<file path="src/rtl/pea_layer_scheduler.sv">
// pea_layer_scheduler
// Walks a small programmable list of layer descriptors (conv/dense/pool) and,
// for each layer, steers the buffer/PE-array mux (comp_sel, aybz_azby), kicks
// the matching compute controller with a one-cycle pulse and waits for that
// controller's done before moving on. Every output is a flop.
//
// Handshake with the compute controllers: *_start is a single-cycle pulse
// issued in KICK, one cycle after comp_sel/aybz_azby have settled in LOAD.
// The controller answers with a single-cycle *_done pulse. A done is only
// sampled in RUN, and only the done of the controller selected by comp_sel
// counts; all other done pulses are ignored.
//
// A start that is accepted but runs no layers (count of zero, or a count
// larger than the list) still produces a done pulse two cycles after the
// start edge, without ever raising busy.
module pea_layer_scheduler #(
  parameter int MAX_LAYERS = 8,
  parameter int LW         = 3
) (
  input  logic          clk,
  input  logic          rst,
  // descriptor programming
  input  logic          cfg_we,
  input  logic [LW-1:0] cfg_addr,
  input  logic [1:0]    cfg_type,
  // run control
  input  logic [LW:0]   num_layers,
  input  logic          first_src_buf1,
  input  logic          start,
  input  logic          abort,
  // compute controller completions
  input  logic          conv_done,
  input  logic          dense_done,
  input  logic          pool_done,
  // compute controller kicks
  output logic          conv_start,
  output logic          dense_start,
  output logic          pool_start,
  // buffer/PEA mux steering
  output logic [2:0]    comp_sel,
  output logic [1:0]    aybz_azby,
  // status
  output logic [LW-1:0] layer_idx,
  output logic          busy,
  output logic          done,
  output logic          err,
  // FSM state for observation
  output logic [2:0]    dbg_state
);

  typedef enum logic [2:0] {
    S_IDLE   = 3'd0,
    S_LOAD   = 3'd1,
    S_KICK   = 3'd2,
    S_RUN    = 3'd3,
    S_NEXT   = 3'd4,
    S_FINISH = 3'd5
  } state_t;

  localparam logic [1:0] T_INVALID = 2'b00;
  localparam logic [1:0] T_CONV    = 2'b01;
  localparam logic [1:0] T_DENSE   = 2'b10;
  localparam logic [1:0] T_POOL    = 2'b11;

  localparam logic [2:0] SEL_IDLE  = 3'b000;
  localparam logic [2:0] SEL_CONV  = 3'b001;
  localparam logic [2:0] SEL_DENSE = 3'b010;
  localparam logic [2:0] SEL_POOL  = 3'b011;

  // Ping-pong select driven whenever no layer is being set up or computed.
  localparam logic [1:0] AB_REST   = 2'b01;

  localparam logic [LW:0] MAX_CNT  = (LW+1)'(MAX_LAYERS);

  state_t        state;
  logic [1:0]    desc [MAX_LAYERS];
  // One bit wider than a descriptor index so it can reach the layer count.
  logic [LW:0]   idx;
  logic [LW:0]   num_layers_q;
  logic          src_buf1;

  logic [1:0]    nxt_type;
  logic          run_match;

  // Mux select for a layer type: dense uses the swapped pairing, conv and
  // pool share the direct pairing; the low bit follows the source buffer.
  function automatic logic [1:0] ab_sel(input logic [1:0] t, input logic s);
    return {(t == T_DENSE), s};
  endfunction

  // Descriptor list: written only while no run is in progress.
  always_ff @(posedge clk or posedge rst) begin
    if (rst) begin
      for (int i = 0; i < MAX_LAYERS; i++) desc[i] <= T_INVALID;
    end else if (cfg_we && !busy) begin
      desc[cfg_addr] <= cfg_type;
    end
  end

  // Descriptor about to be loaded: entry 0 when leaving IDLE, otherwise the
  // already-advanced index when leaving NEXT.
  always_comb begin
    nxt_type = desc[(state == S_IDLE) ? LW'(0) : idx[LW-1:0]];
  end

  // Completion from the controller that is actually selected.
  always_comb begin
    run_match = 1'b0;
    case (comp_sel)
      SEL_CONV:  run_match = conv_done;
      SEL_DENSE: run_match = dense_done;
      SEL_POOL:  run_match = pool_done;
      default:   run_match = 1'b0;
    endcase
  end

  // Sequencer FSM with all outputs registered.
  always_ff @(posedge clk or posedge rst) begin
    if (rst) begin
      state        <= S_IDLE;
      comp_sel     <= SEL_IDLE;
      aybz_azby    <= AB_REST;
      conv_start   <= 1'b0;
      dense_start  <= 1'b0;
      pool_start   <= 1'b0;
      busy         <= 1'b0;
      done         <= 1'b0;
      err          <= 1'b0;
      idx          <= '0;
      num_layers_q <= '0;
      src_buf1     <= 1'b0;
    end else begin
      // Kicks and done are single-cycle pulses.
      conv_start  <= 1'b0;
      dense_start <= 1'b0;
      pool_start  <= 1'b0;
      done        <= 1'b0;

      if (abort && (state != S_IDLE)) begin
        // Abort overrides every transition; err keeps its value.
        state     <= S_IDLE;
        comp_sel  <= SEL_IDLE;
        aybz_azby <= AB_REST;
        busy      <= 1'b0;
        idx       <= '0;
      end else begin
        case (state)
          S_IDLE: begin
            // A start in the same cycle as abort is dropped.
            if (start && !abort) begin
              idx          <= '0;
              num_layers_q <= num_layers;
              src_buf1     <= first_src_buf1;
              err          <= 1'b0;
              if (num_layers == '0) begin
                state <= S_FINISH;
              end else if (num_layers > MAX_CNT) begin
                state <= S_FINISH;
                err   <= 1'b1;
              end else begin
                state     <= S_LOAD;
                busy      <= 1'b1;
                comp_sel  <= {1'b0, nxt_type};
                aybz_azby <= ab_sel(nxt_type, first_src_buf1);
              end
            end
          end

          S_LOAD: begin
            // comp_sel already holds the descriptor type; 000 means invalid.
            if (comp_sel == SEL_IDLE) begin
              state     <= S_FINISH;
              err       <= 1'b1;
              done      <= 1'b1;
              busy      <= 1'b0;
              aybz_azby <= AB_REST;
            end else begin
              state       <= S_KICK;
              conv_start  <= (comp_sel == SEL_CONV);
              dense_start <= (comp_sel == SEL_DENSE);
              pool_start  <= (comp_sel == SEL_POOL);
            end
          end

          S_KICK: begin
            state <= S_RUN;
          end

          S_RUN: begin
            if (run_match) begin
              state     <= S_NEXT;
              comp_sel  <= SEL_IDLE;
              aybz_azby <= AB_REST;
              src_buf1  <= ~src_buf1;
              idx       <= idx + 1'b1;
            end
          end

          S_NEXT: begin
            // idx has already advanced to the following layer.
            if (idx < num_layers_q) begin
              state     <= S_LOAD;
              comp_sel  <= {1'b0, nxt_type};
              aybz_azby <= ab_sel(nxt_type, src_buf1);
            end else begin
              state <= S_FINISH;
              done  <= 1'b1;
              busy  <= 1'b0;
            end
          end

          S_FINISH: begin
            // Entered with done already high after a real run; a run with no
            // layers enters with done low and raises it one cycle later.
            if (done) begin
              state <= S_IDLE;
            end else begin
              done <= 1'b1;
            end
          end

          default: begin
            state     <= S_IDLE;
            comp_sel  <= SEL_IDLE;
            aybz_azby <= AB_REST;
            busy      <= 1'b0;
          end
        endcase
      end
    end
  end

  assign layer_idx = idx[LW-1:0];
  assign dbg_state = state;

endmodule

</file>
<file path="config.mk">
export PLATFORM = sky130hd
export DESIGN_NAME = pea_layer_scheduler
export DESIGN_NICKNAME = d
export VERILOG_FILES = /design/src/rtl/pea_layer_scheduler.sv
export SDC_FILE = /design/constraint.sdc
export NUM_CORES = 1
export LEC_CHECK = 0
export BUFFER_PORTS_ARGS = -buffer_cell sky130_fd_sc_hd__buf_2
export CAP_MARGIN = 20
export CORE_AREA = 2 2 75 77
export CTS_BUF_LIST = sky130_fd_sc_hd__clkbuf_16
export CTS_CLUSTER_DIAMETER = 200
export DETAILED_ROUTE_END_ITERATION = 10
export DIE_AREA = 0 0 77 79
export PLACE_DENSITY = 0.66
export SYNTH_ARGS = -nofsm -noshare
export SYNTH_HDL_FRONTEND = slang
export SYNTH_SLANG_ARGS = --single-unit
</file>
<file path="constraint.sdc">
create_clock -name clk -period 1.88 [get_ports clk]
set_input_delay 0.094 -clock clk [delete_from_list [all_inputs] [get_ports clk]]
set_output_delay 0.094 -clock clk [all_outputs]
set_load 0.005 [all_outputs]
</file>
# After elaboration in Yosys (flattened, before gate mapping)
# Index checks and enable logic that the tools add are counted.
[classes]
bitwise_logic = 4
muxes = 65
n_lt_le_gt_ge = 5
n_reduce_logical = 24
eq_ne = 23
add_sub_neg = 1
[ops]
columns = ["cell", "count"]
rows = [
  ["$mux 3", 15],
  ["$mux 1", 25],
  ["$ne 3x3->1 const B", 7],
  ["$mux 2", 10],
  ["$pmux 3 s6", 1],
  ["$bwmux 16", 1],
  ["$eq 3x2->1 const B", 4],
  ["$mux 4", 3],
  ["$pmux 3 s4", 1],
  ["$reduce_and 6->1", 2],
  ["$pmux 2 s5", 1],
  ["$reduce_and 3->1", 3],
  ["$ge 4x4->1 const B", 2],
  ["$ne 2x1->1 const B", 4],
  ["$not 3->4", 2],
  ["$pmux 4 s2", 1],
  ["$reduce_and 4->1", 2],
  ["$reduce_and 7->1", 1],
  ["$bmux 2 s3", 1],
  ["$demux 2 s3", 1],
  ["$eq 3x1->1 const B", 2],
  ["$eq 3x3->1 const B", 2],
  ["$logic_not 3->1", 2],
  ["$pmux 1 s3", 2],
  ["17 further kinds", 27],
]
[totals]
out_inout_bits = 17
ff_bits = 39
input_bits = 18
wordCells = 142

# Longest topological paths before layout
# Gate-level depths: netlist of run 1.
[depth]
word_depth = 12
ltp_mapped = 8
depth_no_buf = 8

# Least setup slack after synthesis of run 1
# Ideal clock, no wire load.
[synth_path]
path_kind = "reg-to-reg"
start = "register comp_sel[0]"
end = "register src_buf1"
path_stages_with_launch = 7
setup_time_ns = 0.130
path_buffers = 0
required_time_ns = 1.750
t_arrival_ns = 1.688
synth_period_minus_slack_ns = 1.818
slack_ns = 0.062
path_cell_list = "dfrtp_1 mux2_4 a22o_4 a311o_4 nor2b_4 nor2_2 o32ai_1"
[synth_between]
elab_chain_len = 4
elab_cells_between_ends = 6
classes_between = "eq/ne (4); mux (1); reduce/logical (1)"
[synth_lines]
columns = ["element", "line_no", "source"]
rows = [
  ["start: declaration", "40", "output logic [2:0] comp_sel,"],
  ["start signal: assignment", "163", "comp_sel <= {1'b0, nxt_type};"],
  ["start signal: assignment", "203", "comp_sel <= {1'b0, nxt_type};"],
  ["$eq 3x2->1 or $eq 3x1->1 (tied branches)", "109", "case (comp_sel)"],
  ["$pmux 1 s3 *", "109", ""],
  ["$ne 2x2->1 (no line) *", "n/a", ""],
  ["$reduce_and 4->1 (no line) *", "n/a", ""],
  ["end signal: assignment", "153", "src_buf1 <= first_src_buf1;"],
  ["end signal: assignment", "194", "src_buf1 <= ~src_buf1;"],
  ["end: declaration", "80", "logic src_buf1;"],
]
# Every way passes the cells marked *; elsewhere a longest branch is shown, timed or not.
# A chain may end at the register's enable or synchronous reset.

# Worst setup path after layout of run 1
[layout_path]
start = "register idx[2]"
end = "register aybz_azby[0]"
[layout_between]
elab_chain_len = 3
[layout_lines]
columns = ["element", "line_no", "source"]
rows = [
  ["start: declaration", "78", "logic [LW:0] idx;"],
  ["start signal: assignment", "195", "idx <= idx + 1'b1;"],
  ["$lt 4x4->1", "201", "if (idx < num_layers_q) begin"],
  ["$ne 3x3->1 (no line)", "n/a", ""],
  ["$reduce_and 7->1 (no line)", "n/a", ""],
  ["end signal: assignment", "164", "aybz_azby <= ab_sel(nxt_type, first_src_buf1);"],
  ["end signal: assignment", "204", "aybz_azby <= ab_sel(nxt_type, src_buf1);"],
  ["end: declaration", "41", "output logic [1:0] aybz_azby,"],
]
# Every way passes these cells.

==> results.sh, run 1 <==
export IMPL_clock_root_buffer="clkbuf_16"
export IMPL_worstReg2RegEnd="aybz_azby[0]"
export IMPL_status="completed"
export IMPL_worst_hold_path_type="input pin to register"
export IMPL_number_of_hold_violations_in_the_final_report=0
export IMPL_post_placement_cell_count=328
export IMPL_grt_start_max_net_pins=39
export IMPL_synth_top_cells_by_count="dfrtp_1 (37), nand2_1 (20), nor2_1 (17)"
export IMPL_worstRegToRegCells=7
export IMPL_flow_area_growth_from_synthesis_pct=22.82
export IMPL_netSwitchingFraction_pct=35.84
export IMPL_worst_setup_path_startpoint="idx[2]"
export IMPL_synthMostInstantiatedCell="dfrtp_1"
export IMPL_initialDrtViolationCount=128
export IMPL_cts_buffers_inserted=5
export IMPL_floorplan_initialDensity_pct=41.19
export IMPL_antenna_diode_count=0
export IMPL_die_width_um=77
export IMPL_cts_tree="built"
export IMPL_ys_warnings_count=0
export IMPL_worst_endpoint_arrival_ns=2.03
export IMPL_vias=1793
export IMPL_clock_latency_on_the_worst_skew_pair_ns=0.28
export IMPL_pwr_density_cell_nw_per_um2=1434
export IMPL_cts_sink_count=38
export IMPL_design_portCount=35
export IMPL_overflow=0
export IMPL_reg2reg_slack_ns=0.06
export IMPL_cells_traversed_along_the_worst_timing_path="ha_1 > o21a_1 > nor2_2 > a21oi_2 > o311ai_2 > nand3_2 > mux2_4"
export IMPL_regArea_um2=953.4
export IMPL_finalCoreUtilization_pct=50.59
export IMPL_gp_congestion=0.9084
export IMPL_synthArstFlopShare_pct=100.0
export IMPL_slew_violations=0
export IMPL_synth_area_top_cells="dfrtp_1 (42%), mux2_2 (6.1%), mux2_1 (3.6%), nand2_1 (3.4%), nor2_1 (2.9%)"
export IMPL_synth_edf_count=0
export IMPL_grt_usage_pct=17.32
export IMPL_multi_input_comb_area_um2=1144
export IMPL_detailedRoute_firstPassIterationCount=4
export IMPL_clock_skew_final_ns=0.005683
export IMPL_ys_ff_latch=38
export IMPL_htree_num_levels=2
export IMPL_part_of_the_power_in_combinational_logic_pct=45.6
export IMPL_worst_path_buf_inv=0
export IMPL_p_sw_mw=1.388
export IMPL_timing_critical_path_to="aybz_azby[0]"
export IMPL_netlist_instances=219
export IMPL_yosys_area_top_type="dfrtp_1"
export IMPL_fill_cells=512
export IMPL_startpoint_type="register"
export IMPL_yosys_most_used_dff="dfrtp_1"
export IMPL_worst_setup_path_end_kind="register"
export IMPL_post_drt_via_cell_ratio=5.289
export IMPL_slowest_stage="dfrtp_1"
export IMPL_synth_top_area_share_pct=42.12
export IMPL_grt_first_pass_wirelength_mm=8.273
export IMPL_share_seq_of_total_power_pct=34.1
export IMPL_maximum_resistive_drop_on_vdd_uv=635.2
export IMPL_drc_errors=0
export IMPL_finalCritPeriodShare_pct=96.97
export IMPL_p_int_mw=2.484
export IMPL_cp_max_fo=4
export IMPL_final_nets=288
export IMPL_syn_area_per_cell_um2=10.04
export IMPL_rsz0062_at_grt="yes"
export IMPL_worst_setup_path_type="register to register"
export IMPL_drive_above_1_share_pct=36.33
export IMPL_post_synth_num_cell_types=52
export IMPL_layoutNonFillerInstCount=339
export IMPL_antenna_found_initial=0
export IMPL_postSynthNetCount=241
export IMPL_yosysSeqAreaShare_pct=43.31
export IMPL_design_power_total_mw=3.872
export IMPL_die_height_um=79
export IMPL_delay_of_the_slowest_cell_on_the_worst_path_ns=0.39
export IMPL_core_area_um2=5338
export IMPL_crit_path_cell_count=7
export IMPL_dpl_hpwl_mm=3.607
export IMPL_timing_final_crit_period_ns=1.823
export IMPL_fp_dieArea_um2=6083
export IMPL_crit_required_ns=2.09
export IMPL_totalWireLength_mm=4.837
export IMPL_cts_clk_slew_worst_paths_ns=0.06
export IMPL_cts_buffer_depth=2
export IMPL_fmax_mhz=548.5
export IMPL_first_global_vias=1733
export IMPL_placement_rows=27
export IMPL_post_synth_instance_area_um2=2198
export IMPL_setup_violations=0
export IMPL_detail_route_wl_per_cell_um=14.27
export IMPL_leakage_nw=1.269
export IMPL_cp_top_family="compound AO/OA/AOI/OAI gates"
export IMPL_fraction_of_power_consumed_by_the_clock_network_pct=20.3
export IMPL_timing_max_cap_violations=0
export IMPL_io_buffer_count=33
export IMPL_drtAntennaViolNets=0
export IMPL_r2r_start="idx[2]"
kinds of logic after synthesis:
kind of cell,Yosys count,share of synthesized area (%)
buffers and inverters,24,6.147
XOR/XNOR,2,0.7970
AO/OA/AOI/OAI,46,13.89
flip-flops,38,43.31
multiplexers,28,15.20
other,1,0.1706
adder cells (fa/ha/maj),4,2.277
AND/OR/NAND/NOR,76,18.21
sequential cells by signal, indices dropped and copies added, names as in the netlist:
| register | cells |
|---|---|
| desc | 16 |
| idx | 4 |
| num_layers_q | 4 |
| dbg_state | 3 |
| aybz_azby | 2 |
| comp_sel | 2 |
| busy | 1 |
| conv_start | 1 |
| dense_start | 1 |
| done | 1 |
| err | 1 |
| pool_start | 1 |
| src_buf1 | 1 |
tightest hold or removal path, cell delays in order:
cell     delay [ns]
buf_2          0.09
nand2_1        0.04
o21ai_1        0.06
metal layers:
layer	vias to the layer above	global-route usage [%]	wire length [µm]
li1	873	-	-
met1	867	22.36	2238
met2	46	28.95	2322
met3	7	3.409	202
met4	0	6.607	73
met5	-	0	0
repair_timing:
item	CTS	global route
endpoints found under the setup margin	5	7
endpoints found under the hold margin	37	0
setup buffers	1	1
hold buffers	1	0
pin swaps	2	5
resized for setup	3	6
cell usage in the layout, fill, tap and decap left out, drive strengths merged, types with 4 or more instances in the layout:
cell,count
dfrtp,37
nand2,21
buf,53
nand3,6
mux2i,6
inv,11
nand2b,4
a21oi,12
o21ai,16
mux2,20
nor2,18
ha,4
clkbuf,5
nor3,8
worst min-delay path by stage:
stage	startpoint	end	slack [ns]	depth (start not counted)
2_1_floorplan	num_layers[0]	num_layers_q[0]	0.22	2
3_3_place_gp	rst	idx[1]	0.25	3
3_5_place_dp	rst	idx[1]	0.24	3
4_1_cts	num_layers[0]	num_layers_q[0]	0.03	3
5_1_grt	num_layers[0]	num_layers_q[0]	0.05	3
6_report	num_layers[0]	num_layers_q[0]	0.04	3
final cells by class:
cell class	count	share of cell area [%]
clock inverters	3	0.4634
clock buffers	5	4.634
repair buffers	54	12.51
inverters	10	1.390
well taps	72	3.336
multi-input cells	157	42.35
flip-flops and latches	38	35.31
power groups by stage:
| stage | registers [mW] | logic, mW | clock network (mW) |
|---|---|---|---|
| finish | 1.32 | 1.77 | 0.787 |
| global route | 1.36 | 1.94 | 0.854 |
| CTS | 1.32 | 1.70 | 0.810 |
| detailed placement | 1.33 | 1.66 | 0 |
| global placement | 1.31 | 1.64 | 0 |
| floorplan | 1.28 | 1.15 | 0 |
metrics by stage:
step | area, µm² | setup WS, ns | setup TNS (ns) | hold WS (ns)
floorplan | 2198 | 0.06185 | 0 | 0.2165
global placement | 2504 | -0.01123 | -0.01123 | 0.2450
detailed placement | 2504 | -0.03785 | -0.03785 | 0.2429
CTS | 2669 | -0.02913 | -0.05647 | 0.03420
global route | 2700 | -0.02076 | -0.04059 | 0.05258
finish | 2700 | 0.05689 | 0 | 0.03586
No activity file was read; power rests on OpenSTA's default activity.
==> inputs of run 2 (changes only) <==
--- a/config.mk
+++ b/config.mk
@@ -7,11 +7,11 @@
 export LEC_CHECK = 0
 export BUFFER_PORTS_ARGS = -buffer_cell sky130_fd_sc_hd__buf_2
 export CAP_MARGIN = 20
-export CORE_AREA = 2 2 75 77
+export CORE_AREA = 2 2 54 107
 export CTS_BUF_LIST = sky130_fd_sc_hd__clkbuf_16
 export CTS_CLUSTER_DIAMETER = 200
 export DETAILED_ROUTE_END_ITERATION = 10
-export DIE_AREA = 0 0 77 79
+export DIE_AREA = 0 0 56 109
 export PLACE_DENSITY = 0.66
 export SYNTH_ARGS = -nofsm -noshare
 export SYNTH_HDL_FRONTEND = slang
==> run 2 against run 1 <==
Net effect:
- sequential share of layout area increased by 0.13 points
- clock power is 17% higher
- register-to-register slack about the same
- clock skew down 0.0035 ns
- cell count down 3.8%
- critical path type unchanged
- highest routed layer unchanged
- worst setup slack improved by 0.0093 ns
- power up 3.4%
- core utilization shrank 0.069 points
- via count is 0.89% higher
- largest power group unchanged
- final area is 0.37% lower
==> results.sh, run 2 (synthesis results as in run 1) <==
export IMPL_number_of_hold_violations_in_the_final_report=0
export IMPL_cts_buffer_depth=2
export IMPL_worstHoldPathCells=3
export IMPL_design_portCount=35
export IMPL_cts_sink_count=38
export IMPL_cts_clk_slew_worst_paths_ns=0.05
export IMPL_mostFrequentLayoutCells="dfrtp_1 (36), buf_2 (33), nand2_1 (20), buf_4 (20), nor2_1 (16)"
export IMPL_rsz0062_at_grt="yes"
export IMPL_first_global_vias=1835
export IMPL_dpl_hpwl_mm=3.847
export IMPL_clock_root_buffer="clkbuf_16"
export IMPL_core_area_um2=5325
export IMPL_maximum_resistive_drop_on_vdd_uv=1102
export IMPL_multi_input_comb_area_um2=1140
export IMPL_layout_commonest_cell="dfrtp_1"
export IMPL_cts_tree="built"
export IMPL_drive_above_1_share_pct=36.09
export IMPL_finalCritPeriodShare_pct=96.48
export IMPL_place_worst_setup_slack_ns=0.02377
export IMPL_leakage_nw=1.268
export IMPL_detail_route_wl_per_cell_um=15.60
export IMPL_worst_setup_path_type="register to register"
export IMPL_worst_endpoint_arrival_ns=1.97
export IMPL_largest_registers_ranked_by_flip_flop_count="desc: 16 flops, idx: 4 flops, num_layers_q: 4 flops"
export IMPL_fmax_mhz=551.3
export IMPL_timing_max_cap_violations=0
export IMPL_postLayoutSetupSlackWorst_ns=0.06620
export IMPL_finalCoreUtilization_pct=50.52
export IMPL_regArea_um2=953.4
export IMPL_startpoint_type="register"
export IMPL_overflow=0
export IMPL_fill_cells=480
export IMPL_max_slew_margin_pct=66.58
export IMPL_final_nets=288
export IMPL_die_height_um=109
export IMPL_layoutNonFillerInstCount=326
export IMPL_worst_setup_path_end_kind="register"
export IMPL_worst_hold_path_type="input pin to register"
export IMPL_timing_final_crit_period_ns=1.814
export IMPL_cts_buffers_inserted=5
export IMPL_antenna_found_initial=0
export IMPL_floorplan_initialDensity_pct=41.28
export IMPL_io_buffer_count=33
export IMPL_post_drt_via_cell_ratio=5.549
export IMPL_initialDrtViolationCount=36
export IMPL_slew_violations=0
export IMPL_gp_congestion=0.8262
export IMPL_vias=1809
export IMPL_drc_errors=0
export IMPL_grt_first_pass_wirelength_mm=8.500
export IMPL_grt_start_max_net_pins=39
export IMPL_clock_skew_final_ns=0.002219
export IMPL_fp_dieArea_um2=6104
export IMPL_die_width_um=56
export IMPL_crit_required_ns=2.04
export IMPL_timing_worst_slew_pin_value_ns=0.5002
export IMPL_setup_violations=0
export IMPL_post_placement_cell_count=317
export IMPL_htree_num_levels=2
export IMPL_totalWireLength_mm=5.086
export IMPL_largest_register_ff_count=16
export IMPL_clock_latency_on_the_worst_skew_pair_ns=0.28
export IMPL_grt_usage_pct=17.60
export IMPL_placement_rows=38
export IMPL_drtAntennaViolNets=0
export IMPL_worstRegToRegCells=7
export IMPL_flow_area_growth_from_synthesis_pct=22.37
export IMPL_detailedRoute_firstPassIterationCount=4
export IMPL_pwr_density_cell_nw_per_um2=1488
export IMPL_largest_register="desc"
export IMPL_antenna_diode_count=0
export IMPL_cp_max_fo=5
export IMPL_status="completed"
run 2: cell types whose count changed in the layout (fill, tap and decap cells not counted):
cell | previous run | this run
buf_12 | 1 | 0
nand3_1 | 5 | 6
bufinv_16 | 0 | 1
inv_1 | 9 | 8
clkinv_2 | 1 | 0
nand3_2 | 1 | 0
nor3_1 | 7 | 6
o21ai_2 | 1 | 0
o21ai_1 | 9 | 10
nor3_2 | 1 | 2
buf_4 | 19 | 20
run 2: cell type report:
cell class / count / area share, %
inverters: 10 / 1.395
well taps: 60 / 2.791
clock inverters: 2 / 1.256
repair buffers: 54 / 12.09
multi-input cells: 157 / 42.37
flip-flops and latches: 38 / 35.44
clock buffers: 5 / 4.651
run 2: per-layer routing:
metal / up-vias / routed length (µm) / GRT usage [%]
met1: 894 / 2234 / 22.21
met2: 37 / 2593 / 30.00
met5: - / 0 / 0
met3: 8 / 176 / 3.084
li1: 870 / - / -
met4: 0 / 81 / 6.293
run 2: stage by stage:
step           power (mW)  hold WS (ns)  area, µm²  setup TNS [ns]
6_report            4.002       0.03822       2690               0
2_1_floorplan       2.425        0.2165       2198               0
4_1_cts             3.932       0.03843       2653               0
3_5_place_dp        2.999        0.2348       2484               0
3_3_place_gp        2.951        0.2286       2484               0
5_1_grt             4.269       0.06155       2690        -0.04139
run 2: worst max-delay path, stage by stage, from the launching register on:
cell	delay [ns]
dfrtp_1	0.38
ha_1	0.28
o21a_1	0.13
nor2_2	0.04
a21oi_2	0.25
nand2_1	0.10
nand3_1	0.16
mux2_2	0.36
run 2: path summary, 6_finish.rpt:
| path | start | endpoint | slack [ns] |
|---|---|---|---|
| max | idx[3] | comp_sel[0] | 0.07 |
| min in group asynchronous | rst | comp_sel[1] | 0.47 |
| min reg2reg | desc[2] | desc[2] | 0.49 |
| max in group asynchronous | rst | dbg_state[0] | 1.06 |
| min | num_layers[1] | num_layers_q[1] | 0.04 |
| max reg2reg | idx[3] | comp_sel[0] | 0.07 |
run 2: what timing repair did:
action                                  CTS  global route
gates resized for setup                   0             8
endpoints found under the setup margin    0             7
hold buffers                              1             0
buffers inserted                          0             1
endpoints found under the hold margin    37             0
run 2: where the power goes:
group          internal, mW  switching, mW
Combinational         0.873          0.897
Sequential             1.11          0.199
Clock                 0.613          0.306
